--- config.mk ---
export PLATFORM = sky130hd
export DESIGN_NAME = alu_op_decoder
export DESIGN_NICKNAME = d
export VERILOG_FILES = /design/src/rtl/alu_pkg.sv /design/src/rtl/alu_op_decode.sv /design/src/rtl/alu_op_decoder.sv
export SDC_FILE = /design/constraint.sdc
export NUM_CORES = 1
export LEC_CHECK = 0
export CORE_MARGIN = 2
export CORE_UTILIZATION = 40
export DETAILED_ROUTE_END_ITERATION = 16
export GPL_TIMING_DRIVEN = 0
export PLACE_DENSITY_LB_ADDON = 0.08
export SETUP_SLACK_MARGIN = 0.3
export SYNTH_ARGS = -nofsm -noshare
export SYNTH_HDL_FRONTEND = slang
export SYNTH_SLANG_ARGS = --single-unit
--- constraint.sdc ---
create_clock -name clk_i -period 4.2 [get_ports clk_i]
set_clock_uncertainty 0.05 [all_clocks]
set_input_delay 0.84 -clock clk_i [delete_from_list [all_inputs] [get_ports clk_i]]
set_output_delay 0.84 -clock clk_i [all_outputs]
set_load 0.02 [all_outputs]
--- src/rtl/alu_pkg.sv ---
// -----------------------------------------------------------------------------
// alu_pkg
// Shared definitions for the RV32I ALU operation decoder:
//   - alu_op_e      : 6-bit ALU operation encoding driven on ALUop_o
//   - OPC_*         : the major opcodes the decoder recognises
//   - F3_* / F7_*   : funct3 / funct7 field values
//   - issue_entry_t : one decoded entry as held in the issue buffer
//   - imm_i / imm_j : sign-extended immediate extraction helpers
// -----------------------------------------------------------------------------
package alu_pkg;

  typedef enum logic [5:0] {
    ALU_NONE = 6'd0,
    ALU_ADD  = 6'd1,
    ALU_SLL  = 6'd2,
    ALU_SLT  = 6'd3,
    ALU_SLTU = 6'd4,
    ALU_XOR  = 6'd5,
    ALU_SRL  = 6'd6,
    ALU_SRA  = 6'd7,
    ALU_OR   = 6'd8,
    ALU_AND  = 6'd9,
    ALU_SUB  = 6'd10,
    ALU_BEQ  = 6'd11,
    ALU_BNE  = 6'd12,
    ALU_BLT  = 6'd13,
    ALU_BGE  = 6'd14,
    ALU_BLTU = 6'd15,
    ALU_BGEU = 6'd16,
    ALU_JAL  = 6'd17
  } alu_op_e;

  // Major opcodes (instr[6:0])
  localparam logic [6:0] OPC_OP     = 7'b0110011;
  localparam logic [6:0] OPC_OP_IMM = 7'b0010011;
  localparam logic [6:0] OPC_BRANCH = 7'b1100011;
  localparam logic [6:0] OPC_JAL    = 7'b1101111;

  // funct3 for OP / OP-IMM
  localparam logic [2:0] F3_ADD_SUB = 3'b000;
  localparam logic [2:0] F3_SLL     = 3'b001;
  localparam logic [2:0] F3_SLT     = 3'b010;
  localparam logic [2:0] F3_SLTU    = 3'b011;
  localparam logic [2:0] F3_XOR     = 3'b100;
  localparam logic [2:0] F3_SRL_SRA = 3'b101;
  localparam logic [2:0] F3_OR      = 3'b110;
  localparam logic [2:0] F3_AND     = 3'b111;

  // funct3 for BRANCH
  localparam logic [2:0] F3_BEQ  = 3'b000;
  localparam logic [2:0] F3_BNE  = 3'b001;
  localparam logic [2:0] F3_BLT  = 3'b100;
  localparam logic [2:0] F3_BGE  = 3'b101;
  localparam logic [2:0] F3_BLTU = 3'b110;
  localparam logic [2:0] F3_BGEU = 3'b111;

  // funct7: base encoding and the alternate (SUB / SRA) encoding
  localparam logic [6:0] F7_BASE = 7'b0000000;
  localparam logic [6:0] F7_ALT  = 7'b0100000;

  typedef struct packed {
    alu_op_e     alu_op;
    logic [31:0] op_a;
    logic [31:0] op_b;
    logic [4:0]  rd;
    logic        is_branch;
    logic        illegal;
  } issue_entry_t;

  function automatic logic [31:0] imm_i(input logic [31:0] instr);
    return {{20{instr[31]}}, instr[31:20]};
  endfunction

  function automatic logic [31:0] imm_j(input logic [31:0] instr);
    return {{12{instr[31]}}, instr[19:12], instr[20], instr[30:21], 1'b0};
  endfunction

endpackage

--- src/rtl/alu_op_decode.sv ---
// -----------------------------------------------------------------------------
// alu_op_decode
// Purely combinational RV32I decode of one instruction into an issue entry.
// Ports:
//   instr_i    [31:0] : instruction word
//   pc_i       [31:0] : PC of the instruction (used for JAL link value)
//   rs1_data_i [31:0] : register-file read value for rs1
//   rs2_data_i [31:0] : register-file read value for rs2
//   entry_o           : decoded entry (ALU op, operands, rd, flags)
// Anything not recognised decodes to ALU_NONE with zero operands, rd=0 and
// illegal=1; the entry is still issued downstream.
// -----------------------------------------------------------------------------
module alu_op_decode (
  input  logic [31:0]           instr_i,
  input  logic [31:0]           pc_i,
  input  logic [31:0]           rs1_data_i,
  input  logic [31:0]           rs2_data_i,
  output alu_pkg::issue_entry_t entry_o
);

  import alu_pkg::*;

  logic [6:0]  opcode;
  logic [2:0]  funct3;
  logic [6:0]  funct7;

  alu_op_e     alu_op;
  logic [31:0] op_a;
  logic [31:0] op_b;
  logic        is_branch;
  logic        illegal;

  assign opcode = instr_i[6:0];
  assign funct3 = instr_i[14:12];
  assign funct7 = instr_i[31:25];

  // NOTE: every signal written here gets a default first, so no path through
  // the case statements can leave one unassigned and infer a latch.
  always_comb begin
    alu_op    = ALU_NONE;
    op_a      = '0;
    op_b      = '0;
    is_branch = 1'b0;

    case (opcode)
      OPC_OP: begin
        op_a = rs1_data_i;
        op_b = rs2_data_i;
        case (funct7)
          F7_BASE: begin
            case (funct3)
              F3_ADD_SUB: alu_op = ALU_ADD;
              F3_SLL:     alu_op = ALU_SLL;
              F3_SLT:     alu_op = ALU_SLT;
              F3_SLTU:    alu_op = ALU_SLTU;
              F3_XOR:     alu_op = ALU_XOR;
              F3_SRL_SRA: alu_op = ALU_SRL;
              F3_OR:      alu_op = ALU_OR;
              F3_AND:     alu_op = ALU_AND;
              default:    alu_op = ALU_NONE;
            endcase
          end
          F7_ALT: begin
            case (funct3)
              F3_ADD_SUB: alu_op = ALU_SUB;
              F3_SRL_SRA: alu_op = ALU_SRA;
              default:    alu_op = ALU_NONE;
            endcase
          end
          default: alu_op = ALU_NONE;
        endcase
      end

      OPC_OP_IMM: begin
        op_a = rs1_data_i;
        op_b = imm_i(instr_i);
        // Only the shift-immediates constrain the upper immediate bits: they
        // carry a 5-bit shamt, so instr[31:25] must be an exact funct7 value
        // (this also rejects instr[25]=1). For the rest it is just immediate.
        case (funct3)
          F3_ADD_SUB: alu_op = ALU_ADD;
          F3_SLT:     alu_op = ALU_SLT;
          F3_SLTU:    alu_op = ALU_SLTU;
          F3_XOR:     alu_op = ALU_XOR;
          F3_OR:      alu_op = ALU_OR;
          F3_AND:     alu_op = ALU_AND;
          F3_SLL:     alu_op = (funct7 == F7_BASE) ? ALU_SLL : ALU_NONE;
          F3_SRL_SRA: begin
            if (funct7 == F7_BASE)     alu_op = ALU_SRL;
            else if (funct7 == F7_ALT) alu_op = ALU_SRA;
            else                       alu_op = ALU_NONE;
          end
          default:    alu_op = ALU_NONE;
        endcase
      end

      OPC_BRANCH: begin
        op_a      = rs1_data_i;
        op_b      = rs2_data_i;
        is_branch = 1'b1;
        case (funct3)
          F3_BEQ:  alu_op = ALU_BEQ;
          F3_BNE:  alu_op = ALU_BNE;
          F3_BLT:  alu_op = ALU_BLT;
          F3_BGE:  alu_op = ALU_BGE;
          F3_BLTU: alu_op = ALU_BLTU;
          F3_BGEU: alu_op = ALU_BGEU;
          default: alu_op = ALU_NONE;
        endcase
      end

      OPC_JAL: begin
        alu_op = ALU_JAL;
        op_a   = pc_i + 32'd4;  // link value, wraps modulo 2^32
        op_b   = imm_j(instr_i);
      end

      default: alu_op = ALU_NONE;
    endcase

    illegal = (alu_op == ALU_NONE);
  end

  // Illegal entries carry nothing but the illegal flag; branches write no rd.
  always_comb begin
    entry_o           = '0;
    entry_o.illegal   = illegal;
    if (!illegal) begin
      entry_o.alu_op    = alu_op;
      entry_o.op_a      = op_a;
      entry_o.op_b      = op_b;
      entry_o.is_branch = is_branch;
      entry_o.rd        = is_branch ? 5'd0 : instr_i[11:7];
    end
  end

endmodule

--- src/rtl/alu_op_decoder.sv ---
// -----------------------------------------------------------------------------
// alu_op_decoder
// Decodes RV32I ALU/branch/JAL instructions and queues the decoded entries in
// an in-order issue buffer of DEPTH entries (1..4).
// Ports:
//   clk_i, rst_ni        : clock (rising edge), async active-low reset
//   instr_valid_i/ready_o: instruction handshake (accept on valid && ready)
//   instr_i, pc_i        : instruction word and its PC
//   rs1_data_i/rs2_data_i: register read values, captured at accept time
//   issue_valid_o/ready_i: issue handshake (pop on valid && ready)
//   ALUop_o, operand_A_o, operand_B_o, rd_o, is_branch_o, illegal_o
//                        : head-of-buffer entry, all zero when empty
// An accepted instruction reaches the issue outputs one cycle later at the
// earliest; there is no combinational bypass around the buffer.
// -----------------------------------------------------------------------------
module alu_op_decoder #(
  parameter int DEPTH = 2
) (
  input  logic        clk_i,
  input  logic        rst_ni,
  input  logic        instr_valid_i,
  output logic        instr_ready_o,
  input  logic [31:0] instr_i,
  input  logic [31:0] pc_i,
  input  logic [31:0] rs1_data_i,
  input  logic [31:0] rs2_data_i,
  output logic        issue_valid_o,
  input  logic        issue_ready_i,
  output logic [5:0]  ALUop_o,
  output logic [31:0] operand_A_o,
  output logic [31:0] operand_B_o,
  output logic [4:0]  rd_o,
  output logic        is_branch_o,
  output logic        illegal_o
);

  import alu_pkg::*;

  localparam int PTR_W = (DEPTH > 1) ? $clog2(DEPTH) : 1;
  localparam int CNT_W = $clog2(DEPTH + 1);

  issue_entry_t     dec_entry;
  issue_entry_t     head_entry;
  issue_entry_t     mem_q [DEPTH];
  issue_entry_t     mem_d [DEPTH];

  logic [PTR_W-1:0] wr_ptr_q, wr_ptr_d;
  logic [PTR_W-1:0] rd_ptr_q, rd_ptr_d;
  logic [CNT_W-1:0] count_q,  count_d;
  logic             push;
  logic             pop;

  // Pointers wrap modulo DEPTH, which need not be a power of two.
  function automatic logic [PTR_W-1:0] ptr_inc(input logic [PTR_W-1:0] ptr);
    return (ptr == PTR_W'(DEPTH - 1)) ? '0 : ptr + PTR_W'(1);
  endfunction

  alu_op_decode u_decode (
    .instr_i    (instr_i),
    .pc_i       (pc_i),
    .rs1_data_i (rs1_data_i),
    .rs2_data_i (rs2_data_i),
    .entry_o    (dec_entry)
  );

  // Accepting while full is allowed when the head leaves in the same cycle.
  assign issue_valid_o = (count_q != '0);
  assign instr_ready_o = (count_q < CNT_W'(DEPTH)) || issue_ready_i;
  assign push          = instr_valid_i && instr_ready_o;
  assign pop           = issue_valid_o && issue_ready_i;

  always_comb begin
    wr_ptr_d = wr_ptr_q;
    rd_ptr_d = rd_ptr_q;
    count_d  = count_q;
    mem_d    = mem_q;

    if (push) begin
      mem_d[wr_ptr_q] = dec_entry;
      wr_ptr_d        = ptr_inc(wr_ptr_q);
    end
    if (pop) begin
      rd_ptr_d = ptr_inc(rd_ptr_q);
    end

    case ({push, pop})
      2'b10:   count_d = count_q + CNT_W'(1);
      2'b01:   count_d = count_q - CNT_W'(1);
      default: count_d = count_q;
    endcase
  end

  // NOTE: sequential state is updated with non-blocking assignments only, so
  // every flop samples the pre-edge values regardless of block ordering.
  always_ff @(posedge clk_i or negedge rst_ni) begin
    if (!rst_ni) begin
      wr_ptr_q <= '0;
      rd_ptr_q <= '0;
      count_q  <= '0;
    end else begin
      wr_ptr_q <= wr_ptr_d;
      rd_ptr_q <= rd_ptr_d;
      count_q  <= count_d;
    end
  end

  // NOTE: the entry storage is deliberately not reset; an empty buffer masks
  // it at the outputs, so stale contents can never be observed.
  always_ff @(posedge clk_i) begin
    mem_q <= mem_d;
  end

  assign head_entry  = issue_valid_o ? mem_q[rd_ptr_q] : '0;

  assign ALUop_o     = head_entry.alu_op;
  assign operand_A_o = head_entry.op_a;
  assign operand_B_o = head_entry.op_b;
  assign rd_o        = head_entry.rd;
  assign is_branch_o = head_entry.is_branch;
  assign illegal_o   = head_entry.illegal;

endmodule

**Yosys cells after proc, flatten, opt, wreduce, memory -nomap -nowiden**

Memories as Yosys holds them, arrays and structs flattened.
Index checks and enable logic that the tools add are counted.

- Bits in read-only memories: 32
- Output and inout port bits: 79
- Memories: 1
- Input bits: 132
- Register bits after elaboration: 158

- Reductions and logical operators: 11
- Muxes and demuxes: 23
- Bitwise gates (word level): 2
- Eq/ne operators: 14
- $lt $le $gt $ge: 4
- Add/subtract/negate cells: 5

Memories:

| name | words | width | read ports | clocked after Yosys merged registers in | wr ports | line | RTL |
|---|---|---|---|---|---|---|---|
| (no name shown) | 8 | 4 | 1 | 0 | 0 | alu_op_decode.sv:51 | `case (funct3)` |

Operators with widths:

| operator | number |
|---|---|
| 2-to-1 mux 77 bit | 5 |
| bitwise mux 154 bit | 1 |
| one-hot mux 32 bit (3 select lines) | 1 |
| demux 77 bit (select 1 bit) | 1 |
| 2-to-1 mux 76 bit | 1 |
| one-hot mux 32 bit (2 select lines) | 1 |
| one-hot mux 6 bit (8 select lines) | 1 |
| adder 32 x 3 -> 32 bit, second input constant | 1 |
| one-hot mux 5 bit (6 select lines) | 1 |
| one-hot mux 6 bit (4 select lines) | 1 |
| equality test 7 x 6 -> 1 bit, second input constant | 2 |
| equality test 7 bit, second input constant | 2 |
| equality test 3 bit, second input constant | 4 |
| one-hot mux 6 bit (2 select lines) | 1 |
| one-hot mux 4 bit (2 select lines) | 1 |
| equality test 7 x 5 -> 1 bit, second input constant | 1 |
| zero test 7 bit | 1 |
| equality test 3 x 2 -> 1 bit, second input constant | 2 |
| zero test 6 bit | 1 |
| 2-to-1 mux 6 bit | 1 |
| 2-to-1 mux 5 bit | 1 |
| greater-or-equal comparator 2 bit, second input constant | 2 |
| NOT 1 -> 2 bit | 2 |
| one-hot mux 2 bit (2 select lines) | 1 |
| other kinds (17) | 23 |

**Logic depth before layout (Yosys ltp)**

- Depth after elaboration: 8
- Depth in mapped cells: 11

**Hierarchy**

Synthesis repeated with hierarchy kept, for this count alone.

- Cells, all modules: 718
- Area, all modules: 8510.7 um2

Modules (own cells, without submodules):

| module | instances | area each (um2) | cells each |
|---|---|---|---|
| alu_op_decoder | 1 | 6020.8 | 343 |
| alu_op_decode | 1 | 2489.9 | 375 |

**Worst setup path after synthesis**

Ideal clock, no wire load.

- Kind: in2reg
- From: in issue_ready_i
- To: reg mem_q[100] (netlist name) (enable)
- Data arrival time: 4.414 ns
- Slack: -0.774 ns
- Buffers on the path: 0
- Stages on the path: 3
- Setup time: 0.511 ns
- Cell sequence: nand2b_1 nand2_1 nor2_1

- Word-level cells in the longest chain between the ends: 2

Ends and longest elaborated chain:

| item | line | RTL |
|---|---|---|
| start, declared | alu_op_decoder.sv:28 | `input logic issue_ready_i,` |
| logical OR 1 bit | alu_op_decoder.sv:68 | `assign instr_ready_o = (count_q < CNT_W'(DEPTH)) \|\| issue_ready_i;` |
| logical AND 1 bit | alu_op_decoder.sv:69 | `assign push = instr_valid_i && instr_ready_o;` |
| end signal, assigned | alu_op_decoder.sv:110 | `mem_q <= mem_d;` |
| end, declared | alu_op_decoder.sv:44 | `issue_entry_t mem_q [DEPTH];` |

Every way passes these cells.
A chain may end at the register's enable or synchronous reset.

**Final worst setup path**

- From: reg rd_ptr_q
- To: out ALUop_o[0]

- Word-level cells in the longest chain between the ends: 5

Ends and longest elaborated chain:

| item | line | RTL |
|---|---|---|
| start, declared | alu_op_decoder.sv:48 | `logic [PTR_W-1:0] rd_ptr_q, rd_ptr_d;` |
| start signal, assigned | alu_op_decoder.sv:102 | `rd_ptr_q <= rd_ptr_d;` |
| NOT 1 -> 2 bit (implied by the code) | alu_op_decoder.sv:113 | `assign head_entry = issue_valid_o ? mem_q[rd_ptr_q] : '0;` |
| 2-to-1 mux 77 bit (implied by the code) (3 in a row) | alu_op_decoder.sv:113 |  |
| 2-to-1 mux 77 bit | alu_op_decoder.sv:113 |  |
| end, declared | alu_op_decoder.sv:29 | `output logic [5:0] ALUop_o,` |

Every way passes these cells. The select of a mux whose other input is x is not followed.

==> out/metrics.json <==
{
  "status": {"value": "finished, final reports clean"},
  "power.share.sequential": {"value": 32.9, "unit": "%"},
  "sequential_area_share_after_synthesis": {"value": 57.0, "unit": "%"},
  "area_growth": {"value": 37.6, "unit": "%"},
  "clk_latency": {"value": 410, "unit": "ps"},
  "layout_common_cells": {"value": "sky130_fd_sc_hd__clkdlybuf4s50_1 (208), sky130_fd_sc_hd__edfxtp_1 (152), sky130_fd_sc_hd__nor2_1 (91), sky130_fd_sc_hd__mux2i_1 (77), sky130_fd_sc_hd__a22oi_1 (49)"},
  "fmaxAchievable": {"value": 0.270, "unit": "GHz"},
  "dominant_delay_contributor_by_cell_family_on_the_critical_path": {"value": "buffers and inverters"},
  "dp_slack": {"value": -294, "unit": "ps"},
  "worst_reg2reg_path_startpoint": {"value": "count_q[1]"},
  "drt-total-wl": {"value": 21800, "unit": "um"},
  "layout.nets": {"value": 1050},
  "timing.setup.critical_path_class": {"value": "reg -> out"},
  "hold_buffers": {"value": 0},
  "ys.flop_type": {"value": "sky130_fd_sc_hd__edfxtp_1"},
  "reg2reg_setup_slack": {"value": 2190, "unit": "ps"},
  "fillCellCount": {"value": 1726},
  "die_h": {"value": 147, "unit": "um"},
  "effective_utilization_at_floorplan": {"value": 40.5, "unit": "%"},
  "xor_and_xnor_area_share_after_synthesis": {"value": 3.53, "unit": "%"},
  "gpl.final_weighted_congestion": {"value": 0.849},
  "synthesis.instances": {"value": 681},
  "chipWidth": {"value": 147, "unit": "um"},
  "drv_cap": {"value": 0},
  "timing.critical_path.arrival": {"value": 2810, "unit": "ps"},
  "endpoint_kind": {"value": "output port"},
  "portBuffers": {"value": 208},
  "vias_in_the_first_global_route": {"value": 6334},
  "vias": {"value": 6097},
  "clock_tree.buffer_depth": {"value": 2},
  "timing.critical_path.cells": {"value": "clkbuf_1, buf_2, clkbuf_2, mux2i_1, nor2_1, clkdlybuf4s50_1"},
  "clk_root_buffer_cell": {"value": "sky130_fd_sc_hd__clkbuf_16"},
  "route.detailed.drc": {"value": 0},
  "reg2regPathDepth": {"value": 4},
  "rr_endpoint": {"value": "mem_q[79]"},
  "path_buf_inv": {"value": 4},
  "maxSlewHeadroom": {"value": 37.0, "unit": "%"},
  "min_period_over_period": {"value": 88.2, "unit": "%"},
  "tritoncts.num_buffers": {"value": 17},
  "power.switching": {"value": 2420, "unit": "uW"},
  "hold_viol": {"value": 0},
  "total_global_routing_track_utilization": {"value": 20.4, "unit": "%"},
  "hold_path.startpoint": {"value": "count_q[1]"},
  "totalPowerFinal": {"value": 6620, "unit": "uW"},
  "ioPinCount": {"value": 211},
  "worst_slew_pin_slew": {"value": 937, "unit": "ps"},
  "critical_path.startpoint_type": {"value": "flip-flop"},
  "hold_path_depth": {"value": 1},
  "core_region_area": {"value": 20200, "unit": "sq um"},
  "leakage_power_total": {"value": 0.00386, "unit": "uW"},
  "dp_cells": {"value": 1162},
  "hold_ws": {"value": 451, "unit": "ps"},
  "htree_levels": {"value": 4},
  "cp_max_fo": {"value": 10},
  "grt_pass1_wl": {"value": 34200, "unit": "um"},
  "muxShareOfSynthArea": {"value": 9.43, "unit": "%"},
  "internal_power": {"value": 4190, "unit": "uW"},
  "dp.final_hpwl": {"value": 16000, "unit": "um"},
  "share_of_total_power_in_the_clock_network": {"value": 21.3, "unit": "%"},
  "detailedRoute.firstPassIterationCount": {"value": 5},
  "grt_start_max_net_pins": {"value": 51},
  "slowest_delay": {"value": 550, "unit": "ps"},
  "layout_cells_excl_fill": {"value": 1198},
  "comb_power_share": {"value": 45.7, "unit": "%"},
  "drtIter0Drc": {"value": 363},
  "global_route.overflow_total": {"value": 0},
  "grt_setup_unrepaired": {"value": "no"},
  "clk_pin_slew_worst_paths": {"value": 70, "unit": "ps"},
  "async_reset_ff_share": {"value": 2.56, "unit": "%"},
  "timing.final.ws_setup": {"value": 495, "unit": "ps"},
  "fin_setup_tns": {"value": 0, "unit": "ps"},
  "synth_top_family_by_area": {"value": "simple AND/OR/NAND/NOR gates"},
  "final_common_cell": {"value": "sky130_fd_sc_hd__clkdlybuf4s50_1"},
  "synth-seq-cells": {"value": 156},
  "synth-compound-area-share": {"value": 9.32, "unit": "%"},
  "cts_num_sinks": {"value": 156},
  "drt-wirelength-per-cell": {"value": 18.2, "unit": "um"},
  "area_of_the_mapped_netlist": {"value": 8180, "unit": "sq um"},
  "floorplan.die_area": {"value": 21600, "unit": "sq um"},
  "antenna_violations_before_repair": {"value": 4},
  "share_of_final_layout_standard_cells_stronger_than_drive_strength_1": {"value": 15.0, "unit": "%"},
  "time_the_worst_path_needs_with_i_o_delays_and_setup": {"value": 3700, "unit": "ps"},
  "synthesized_area_fraction_occupied_by_adder_cells": {"value": 0.918, "unit": "%"},
  "postSynthAreaPerCell": {"value": 12.0, "unit": "sq um"},
  "critical-path-slowest-cell": {"value": "sky130_fd_sc_hd__clkdlybuf4s50_1"},
  "synth.distinct_cells": {"value": 56},
  "whs_endpoint": {"value": "count_q[1]"},
  "required": {"value": 3310, "unit": "ps"},
  "rows": {"value": 52},
  "via_cell_ratio": {"value": 5.09},
  "cts_tree": {"value": "done"},
  "power_density_over_the_cells": {"value": 588, "unit": "nW/um^2"},
  "synthesis.nets": {"value": 819},
  "power.share.switching": {"value": 36.6, "unit": "%"},
  "synthesis.yosys.warnings": {"value": 0},
  "peak_supply_drop": {"value": 307, "unit": "uV"},
  "timing_max_transition_violations_final": {"value": 0},
  "setup_viol": {"value": 0},
  "final_antenna_net_count": {"value": 0},
  "hp-class": {"value": "reg -> reg"},
  "synthSimpleGateAreaFrac": {"value": 15.8, "unit": "%"},
  "number_of_enable_type_register_cells_in_the_synthesized_netlist": {"value": 152}
}
==> power by group through the flow <==
stage / combinational [uW] / sequential [uW] / clock, uW
after detailed placement: 3050 / 2220 / 0
after global routing: 3230 / 2210 / 1510
after CTS: 3070 / 2180 / 1450
after global placement: 3000 / 2230 / 0
after floorplan: 1610 / 2210 / 0
final: 3030 / 2180 / 1410
==> state kept, by name, indices dropped and copies added (netlist names) <==
name and flops:
mem_q 152, count_q 2, rd_ptr_q 1, wr_ptr_q 1
==> layer usage <==
layer,wire length (um),up-vias,share of wire [%],global-route usage [%]
li1,-,2962,-,-
met1,9580,2929,44,26.3
met2,10500,179,48,34.0
met3,1370,25,6.3,5.65
met4,373,2,1.7,5.91
met5,11,-,0.050,0
==> worst reg2reg max path: stages (launching register included) <==
cell	delay, ps
sky130_fd_sc_hd__dfrtp_1	410
sky130_fd_sc_hd__nand2b_1	130
sky130_fd_sc_hd__nand2_1	150
sky130_fd_sc_hd__nor2_4	630
sky130_fd_sc_hd__buf_12	310
==> kinds of logic (layout without fill, tap and decap cells) <==
logic type | Yosys count | in the layout
compound gates | 102 | 102
xor+xnor | 33 | 33
fa+ha+maj | 6 | 6
buf+inv | 57 | 301
flops | 156 | 156
mux | 77 | 77
other cells | 1 | 4
simple gates | 249 | 249
==> worst max path at each step <==
stage / slack, ps / endpoint / start / cells past startpoint
finish: 500 / ALUop_o[0] / rd_ptr_q / 6
global route: 310 / operand_A_o[29] / rd_ptr_q / 6
CTS: 410 / ALUop_o[0] / rd_ptr_q / 6
detailed placement: -290 / mem_q[106] / instr_i[13] / 11
global placement: -1110 / mem_q[137] / issue_ready_i / 4
floorplan: 500 / mem_q[100] / issue_ready_i / 3
==> cells in the mapped netlist (all sizes together), types with 3 or more instances <==
cell | instances | area share, %
edfxtp | 152 | 56
nand2 | 40 | 1.8
mux2i | 77 | 9.4
nor2 | 140 | 7.9
dfrtp | 4 | 1.2
and2 | 5 | 0.38
and3 | 4 | 0.31
nor3 | 10 | 0.61
nand3b | 3 | 0.43
nand2b | 5 | 0.38
xor2 | 14 | 1.5
o21ai | 8 | 0.49
xnor2 | 19 | 2.0
buf | 22 | 2.1
nand3 | 8 | 0.49
nor4 | 10 | 1.1
or2 | 3 | 0.23
a22oi | 49 | 4.5
inv | 9 | 0.41
ha | 6 | 0.92
a21oi | 31 | 2.9
and4 | 4 | 0.43
nand4 | 7 | 0.54
clkbuf | 26 | 1.5
==> area by class of cell <==
class                           instances  area (sq um)  share of cell area [%]
Buffer                                 48           295                    2.62
Antenna cell                            3          7.51                  0.0667
Tap cell                              270           338                    3.00
Timing Repair Buffer                  212          2170                    19.3
Multi-Input combinational cell        468          3200                    28.5
Clock inverter                         14           114                    1.01
Sequential cell                       156          4660                    41.4
Clock buffer                           18           429                    3.81
Inverter                                9          33.8                   0.300
==> per-stage QoR <==
step	cell area [sq um]	util [%]
finish	11300	55.8
global route	11200	55.8
global placement	10600	52.5
detailed placement	10700	52.9
floorplan	8180	-
CTS	11200	55.8
==> timing repair <==
item	CTS	global route
setup buffers	1	0
gates resized for setup	5	0
endpoints found under the setup margin	167	0
No activity file was read; power rests on OpenSTA's default activity.
